## src/rtl/elem_streamer_pkg.sv

```systemverilog
// Shared types for the element streamer: FSM state encoding and the FIFO entry tag.
// The tag travels alongside each buffered element so the consumer knows its index and range end.
package elem_streamer_pkg;

    localparam int IDX_W = 32;

    typedef enum logic [1:0] {
        IDLE  = 2'd0,
        ISSUE = 2'd1,
        WAIT  = 2'd2,
        DRAIN = 2'd3
    } state_t;

    typedef struct packed {
        logic [IDX_W-1:0] index;
        logic             last;
    } elem_tag_t;

    function automatic logic [IDX_W-1:0] idx_inc(input logic [IDX_W-1:0] idx);
        return idx + 1'b1;
    endfunction

endpackage

```

## src/rtl/elem_fifo.sv

```systemverilog
// Synchronous first-word-fall-through FIFO; the head entry is visible whenever not empty.
// DEPTH must be a power of two so the read/write pointers wrap naturally.
module elem_fifo #(
    parameter int WIDTH = 8,
    parameter int DEPTH = 4
) (
    input  logic                       clk,
    input  logic                       reset,
    input  logic                       push,
    input  logic [WIDTH-1:0]           push_data,
    input  logic                       pop,
    output logic [WIDTH-1:0]           pop_data,
    output logic [$clog2(DEPTH):0]     count,
    output logic                       full,
    output logic                       empty
);

    localparam int AW = $clog2(DEPTH);

    logic [WIDTH-1:0] r_mem [DEPTH];
    logic [AW-1:0]    r_wr_ptr;
    logic [AW-1:0]    r_rd_ptr;
    logic [AW:0]      r_count;
    logic             w_push_en;
    logic             w_pop_en;

    assign full      = (r_count == (AW+1)'(DEPTH));
    assign empty     = (r_count == '0);
    assign count     = r_count;
    assign w_push_en = push && !full;
    assign w_pop_en  = pop && !empty;
    // Head is zeroed while empty so the stream outputs read zero with nothing to present.
    assign pop_data  = empty ? '0 : r_mem[r_rd_ptr];

    always_ff @(posedge clk) begin
        if (w_push_en) begin
            r_mem[r_wr_ptr] <= push_data;
        end
    end

    always_ff @(posedge clk or posedge reset) begin
        if (reset) begin
            r_wr_ptr <= '0;
            r_rd_ptr <= '0;
            r_count  <= '0;
        end else begin
            if (w_push_en) begin
                r_wr_ptr <= r_wr_ptr + 1'b1;
            end
            if (w_pop_en) begin
                r_rd_ptr <= r_rd_ptr + 1'b1;
            end
            case ({w_push_en, w_pop_en})
                2'b10:   r_count <= r_count + 1'b1;
                2'b01:   r_count <= r_count - 1'b1;
                default: r_count <= r_count;
            endcase
        end
    end

endmodule

```

## src/rtl/elem_streamer.sv

```systemverilog
// Walks an index range, issuing one read at a time to the element reader, and buffers the
// returned elements so downstream stalls never back up into the (non-stallable) reader.
module elem_streamer
    import elem_streamer_pkg::*;
#(
    parameter int NDWORDS    = 9,
    parameter int ELEMSZ     = 32 * NDWORDS,
    parameter int FIFO_DEPTH = 4
) (
    input  logic              clk,
    input  logic              reset,
    input  logic              start,
    input  logic [31:0]       first_index,
    input  logic [31:0]       count,
    output logic              busy,
    output logic              done,
    output logic [31:0]       rd_index,
    output logic              rd_read,
    input  logic              rd_iready,
    input  logic [ELEMSZ-1:0] rd_data,
    input  logic              rd_ovalid,
    output logic [ELEMSZ-1:0] out_data,
    output logic [31:0]       out_index,
    output logic              out_last,
    output logic              out_valid,
    input  logic              out_ready
);

    localparam int CNT_W   = $clog2(FIFO_DEPTH) + 1;
    localparam int TAG_W   = $bits(elem_tag_t);
    localparam int ENTRY_W = ELEMSZ + TAG_W;

    state_t            r_state;
    state_t            w_next_state;
    logic [31:0]       r_next_idx;
    logic [31:0]       r_remaining;
    logic [31:0]       r_tag_idx;

    logic              w_credit;
    logic              w_issue;
    logic              w_push;
    logic              w_pop;
    logic              w_drain_done;
    elem_tag_t         w_in_tag;
    elem_tag_t         w_out_tag;
    logic [ENTRY_W-1:0] w_pop_entry;
    logic [CNT_W-1:0]  w_fifo_count;
    logic              w_fifo_full;
    logic              w_fifo_empty;

    // A request is only issued when the FIFO has room for its response, so a push can never
    // be lost even though the reader cannot be stalled once it has accepted a request.
    assign w_credit     = (w_fifo_count < CNT_W'(FIFO_DEPTH));
    assign w_issue      = (r_state == ISSUE) && rd_iready && w_credit;
    assign w_push       = (r_state == WAIT) && rd_ovalid && !w_fifo_full;
    assign w_pop        = !w_fifo_empty && out_ready;
    assign w_drain_done = (r_state == DRAIN) && w_fifo_empty;

    assign w_in_tag.index = r_tag_idx;
    assign w_in_tag.last  = (r_remaining == '0);
    assign w_out_tag      = w_pop_entry[TAG_W-1:0];

    elem_fifo #(
        .WIDTH (ENTRY_W),
        .DEPTH (FIFO_DEPTH)
    ) u_fifo (
        .clk       (clk),
        .reset     (reset),
        .push      (w_push),
        .push_data ({rd_data, w_in_tag}),
        .pop       (w_pop),
        .pop_data  (w_pop_entry),
        .count     (w_fifo_count),
        .full      (w_fifo_full),
        .empty     (w_fifo_empty)
    );

    always_ff @(posedge clk or posedge reset) begin
        if (reset) begin
            r_state <= IDLE;
        end else begin
            r_state <= w_next_state;
        end
    end

    always_comb begin
        w_next_state = r_state;
        case (r_state)
            IDLE: begin
                if (start) begin
                    w_next_state = (count == '0) ? DRAIN : ISSUE;
                end
            end
            ISSUE: begin
                if (w_issue) begin
                    w_next_state = WAIT;
                end
            end
            WAIT: begin
                if (rd_ovalid) begin
                    w_next_state = (r_remaining != '0) ? ISSUE : DRAIN;
                end
            end
            DRAIN: begin
                if (w_fifo_empty) begin
                    w_next_state = IDLE;
                end
            end
            default: w_next_state = IDLE;
        endcase
    end

    always_comb begin
        busy      = (r_state != IDLE) && !w_drain_done;
        done      = w_drain_done;
        rd_read   = w_issue;
        rd_index  = r_next_idx;
        out_valid = !w_fifo_empty;
        out_data  = w_pop_entry[ENTRY_W-1:TAG_W];
        out_index = w_out_tag.index;
        out_last  = w_out_tag.last;
    end

    always_ff @(posedge clk or posedge reset) begin
        if (reset) begin
            r_next_idx  <= '0;
            r_remaining <= '0;
            r_tag_idx   <= '0;
        end else if ((r_state == IDLE) && start) begin
            r_next_idx  <= first_index;
            r_remaining <= count;
        end else if (w_issue) begin
            r_next_idx  <= idx_inc(r_next_idx);
            r_remaining <= r_remaining - 1'b1;
            r_tag_idx   <= r_next_idx;
        end
    end

endmodule

```

## config.mk

```make
export PLATFORM = sky130hd
export DESIGN_NAME = elem_streamer
export DESIGN_NICKNAME = d
export VERILOG_FILES = /design/src/rtl/elem_streamer_pkg.sv /design/src/rtl/elem_fifo.sv /design/src/rtl/elem_streamer.sv
export SDC_FILE = /design/constraint.sdc
export NUM_CORES = 1
export LEC_CHECK = 0
export CORE_MARGIN = 8
export CORE_UTILIZATION = 35
export DETAILED_ROUTE_END_ITERATION = 7
export SLEW_MARGIN = 20
export SYNTH_ARGS = -nofsm -noshare
export SYNTH_HDL_FRONTEND = slang
export SYNTH_SLANG_ARGS = --single-unit
```

## constraint.sdc

```tcl
create_clock -name clk -period 9.62 [get_ports clk]
set_clock_uncertainty 0.2 [all_clocks]
set_input_delay 1.924 -clock clk [delete_from_list [all_inputs] [get_ports clk]]
set_output_delay 1.924 -clock clk [all_outputs]
set_load 0.1 [all_outputs]
```

==> impl_metrics.tcl <==
set metrics [dict create \
    maxSlewViolCount 0 \
    drc_errors 0 \
    worst_pin_slew_ps 1210 \
    grt_setup_unrepaired "false" \
    synth-seq-area-share_pct 76.7 \
    worst_path_most_repeated_cell "clkdlybuf4s50_1" \
    fp.dieH_um 408 \
    syn_area_mm2 0.0537 \
    gp_congestion 0.786 \
    drv_cap 0 \
    yosys_most_used_dff "edfxtp_1" \
    status "finished clean" \
    h-tree-depth 4 \
    ys_top_cells_by_area "edfxtp_1, mux4_2, dfrtp_1" \
    grtUsageTotal_pct 15.5 \
    routed_via_density 4.99 \
    core_mm2 0.152 \
    syn_nets 3008 \
    io_pins 715 \
    fmax_mhz 153 \
    die-width_um 408 \
    post_drt_wl_per_cell_um 23.9 \
    finalHoldViolCount 0 \
    drtAntennaViolNets 0 \
    grt_pass1_wl_um 197000 \
    path_buf_inv 4 \
    fin_crit_sh_pct 67.8 \
    post_cts_resized 0 \
    root_buffer "clkbuf_16" \
    cp.required_ps 7500 \
    ys_seq_elements 1389 \
    fillCellCount 13100 \
    min-delay-start "r_tag_idx[20]$_DFFE_PP0P_" \
    cts_hold_buf 0 \
    synth_edf_count 1284 \
    slew_headroom_pct 19.6 \
    worst_hold_path_type "flop to flop" \
    grt.busiest_layer "met2" \
    cp_cell_sequence "clkdlybuf4s50_1 -> nand4bb_4 -> clkinv_1 -> buf_4 -> clkdlybuf4s50_1" \
    setup_viol 0 \
    num_rows 143 \
    dp_hpwl_um 82900 \
    placement.io_buffers 714 \
    nets 3769 \
    antenna_found_initial 17 \
    yosysTopAreaCellShare_pct 71.8 \
    crit_path_max_fanout 51 \
    cts_tree "built" \
    met2_usage_pct 25.5 \
    period_minus_slack_ps 6520 \
    vias 27700 \
    ys_async_sr_fraction_pct 7.56 \
    cp-end-kind "output port" \
    synth_cells 2642 \
    synth_warnings 0 \
    drive_gt1_share_pct 16.5 \
    grt_max_degree 134 \
    cts_buffers 148 \
    start_util_pct 35.3 \
    routed_wl_um 133000 \
    syn_area_per_cell_um2 20.3 \
    critPathKind "input pin to output port" \
    first_pass_iters 5 \
    synth_common_cells "edfxtp_1, nor2b_1, mux4_2" \
    use_met1_pct 20.3 \
    grt_overflow 0 \
    area_growth_pct 26.5 \
    reg2reg_slack_ps 6020 \
    reg2reg_depth 5 \
    finalSetupTns_ps 0 \
    ys_types 52 \
    yosysMostFrequentCell "edfxtp_1" \
    cts_setup_buffers 0 \
    design.die.area_mm2 0.166 \
    use_met3_pct 4.50 \
    worstHoldEndpoint "u_fifo.r_mem[0][21]$_DFFE_PP_" \
    arrival_ps 4400 \
    drt_iter0_markers 1877 \
    hold_depth 0 \
    max_stage_delay_ps 1240 \
    grt_pass1_vias 29100 \
    startpoint_type "input pin" \
    worstReg2RegStart "r_state[1]$_DFFE_PP0P_" \
    clkLatencyLatePin_ps 750 \
    critPathSlowestCell "clkdlybuf4s50_1" \
    cts_num_sinks 1389 \
    cp_top_family "buffers and inverters" \
    clockBufferDepth 3 \
    r2r_end "u_fifo.r_mem[3][177]$_DFFE_PP_" \
    yosys.area.top_type "edfxtp_1" \
    clk_pin_slew_ps 60 \
]
placed cells by master, fill, tap and decap left out, types with 5 or more instances in the layout:
cell type           n
buf_4              20
clkinv_16           5
nand3_1            32
mux2i_1             5
o311ai_0           15
nor2_1             26
edfxtp_1         1284
nor4_1             14
or3_1               7
dfrtp_1           103
o21ai_0            23
nor3_1             16
clkdlybuf4s50_1   706
nand4_1            13
inv_1              14
a21oi_1            15
xor2_1              6
o211ai_1           25
nor2b_1           324
and3_1              6
buf_2               7
nand2_1           161
or4_1              10
clkbuf_16         151
bufinv_16           6
buf_12             15
clkinv_1           20
clkinv_2           18
ha_1                7
clkbuf_1           49
mux4_2            321
diode_2            13
a221o_1            18
cell families (layout without fill, tap and decap cells):
logic type,Yosys count,after routing,synth area share [%]
adder cells (fa/ha/maj),8,8,0.200
AO/OA/AOI/OAI,122,122,1.68
XOR/XNOR,10,10,0.163
multiplexers,326,326,13.6
flip-flops,1389,1389,76.7
AND/OR/NAND/NOR,634,634,6.60
buffers and inverters,153,1026,1.14
other,0,13,0
metal layers:
metal | vias to the layer above | part of all wire, %
li1 | 12200 | -
met2 | 775 | 49
met1 | 14500 | 42
met3 | 174 | 6.5
met5 | - | 0.047
met4 | 10 | 1.9
registers in the layout, indices dropped and copies added (netlist names):
signal	count
u_fifo.r_wr_ptr	2
u_fifo.count	3
u_fifo.r_rd_ptr	2
r_remaining	32
u_fifo.r_mem	1284
rd_index	32
r_tag_idx	32
r_state	2
final cells by class:
class	instances	area, um^2	area share [%]
flip-flops and latches	1389	41200	60.6
multi-input cells	1100	12000	17.6
repair buffers	748	7550	11.1
clock buffers	202	3990	5.87
well taps	2030	2540	3.74
clock inverters	60	627	0.922
inverters	16	62.6	0.0921
diodes	13	32.5	0.0479
worst max-delay path by stage:
stage / cells after the start / from / slack (ps) / end
2_1_floorplan: 2 / rd_ovalid / 2810 / u_fifo.r_mem[0][0]$_DFFE_PP_
3_3_place_gp: 5 / rd_iready / 3070 / rd_read
3_5_place_dp: 5 / rd_iready / 3090 / rd_read
4_1_cts: 4 / u_fifo.r_rd_ptr[0]$_DFFE_PP0P_ / 2920 / out_data[120]
5_1_grt: 4 / u_fifo.r_rd_ptr[0]$_DFFE_PP0P_ / 2830 / out_data[120]
6_report: 5 / rd_iready / 3100 / rd_read
worst register-to-register path: cells and delay by family, from the launching register on:
kind	cells	cell delay, ps
simple gates	2	940
compound gates	1	370
buf+inv	2	980
flops	1	570
metrics by stage:
step                      utilization, %  cell area, um^2  hold slack, ps  cells  worst slack (ps)
after CTS                           44.6            67900             298   5545              2920
after global routing                44.6            67900             313   5548              2830
after global placement              41.6            63300             295   5283              3070
after detailed placement            41.6            63300             311   5283              3090
after floorplan                        -            53700             271   2642              2810
final                               44.6            68000             302   5558              3100
Power is not shown: default switching activity piles up to over one toggle a cycle in this logic, so the estimate is an artifact.
==> RTL edit (config.mk and constraints unchanged) <==
Encoding of `state_t`: now one-hot (4 bits for 4 states).
--- a/src/rtl/elem_streamer_pkg.sv
+++ b/src/rtl/elem_streamer_pkg.sv
@@ -6,7 +6,7 @@
 
-    typedef enum logic [1:0] {
-        IDLE  = 2'd0,
-        ISSUE = 2'd1,
-        WAIT  = 2'd2,
-        DRAIN = 2'd3
+    typedef enum logic [3:0] {
+        IDLE  = 4'b0001,
+        ISSUE = 4'b0010,
+        WAIT  = 4'b0100,
+        DRAIN = 4'b1000
     } state_t;
Function: no difference found for any inputs over 4 cycles, from zero or initial values and one cycle with reset high; so few cycles prove little.
==> RTL edit against the unedited design <==
Design area rose by 0.42%. Synthesized cell count rose by 0.49%. Global-route usage barely moved. First-iteration DRC count fell by 6.4%. Fmax fell by 1.1%. Setup slack got worse by 72 ps. Sequential cell count rose by 2. Via count rose by 1.3%. Synthesized area rose by 0.14%. Sequential share of layout area fell by 0.18 points. Non-clock buffer count rose by 3. Wire length rose by 0.41%. Worst hold slack got worse by 1.8 ps. Highest routed layer unchanged.
Power is not shown: default switching activity piles up to over one toggle a cycle in this logic, so the estimate is an artifact.
==> RTL edit: results <==
[synthesis]
ys_ff_latch = 1391
syn-cell-area_sq_mm = 0.05380
yosys-top-cells-count = 1,284 x edfxtp_1, 327 x and2_1, 321 x mux4_2, 157 x nand2_1, 106 x dfrtp_1
syn_inst = 2655
synthTopCellsByArea = edfxtp_1 72%, mux4_2 13%, dfrtp_1 4.9%
ys_types = 56
syn_nets = 3021

[run_status]
status = finished clean

[setup_path]
slowest_delay_ps = 1020
crit_start = u_fifo.r_rd_ptr[0]

[grt]
gr-usage-met3_pct = 4.567
antenna_found_initial = 26
use_met2_pct = 25.70
grt_pass1_vias = 29140

[place]
dp_cells = 5315
placed_area_sq_mm = 0.06340

[layout]
fin_area_sq_mm = 0.06824
inv_count = 22
multiInputGateArea_sq_mm = 0.01194
final_cells = 5596
multi_input_comb_cells = 1107
clock_buffers = 200

[worst_hold_path]
min_from = r_tag_idx[10]

[routing]
drt_iter0_drc = 1756
wl_met2_mm = 66.34
routed_wirelength_mm = 133.4
met3_length_mm = 9.218

[cts]
cts_made_buffers = 151
[RTL edit: cell families (layout without fill, tap and decap cells)]
family | Yosys count | count (layout) | share of synthesized area [%]
AO/OA/AOI/OAI | 130 | 130 | 1.754
other | 0 | 14 | 0
buffers and inverters | 157 | 1040 | 1.186
AND/OR/NAND/NOR | 634 | 634 | 6.542
adder cells (fa/ha/maj) | 8 | 8 | 0.2000
multiplexers | 322 | 322 | 13.46
flip-flops | 1391 | 1391 | 76.65
XOR/XNOR | 13 | 13 | 0.2116
[RTL edit: path summary, 6_finish.rpt]
kind / end / slack, ps / depth (start not counted)
worst max-delay path: out_data[160] / 3030 / 5
worst min-delay path: u_fifo.r_mem[0][11] / 300 / 0
worst max register to register: u_fifo.r_mem[2][198] / 6180 / 6
worst min register to register: u_fifo.r_mem[0][11] / 300 / 0
max in group asynchronous: r_tag_idx[17] / 6410 / 3
min in group asynchronous: r_remaining[30] / 1360 / 2
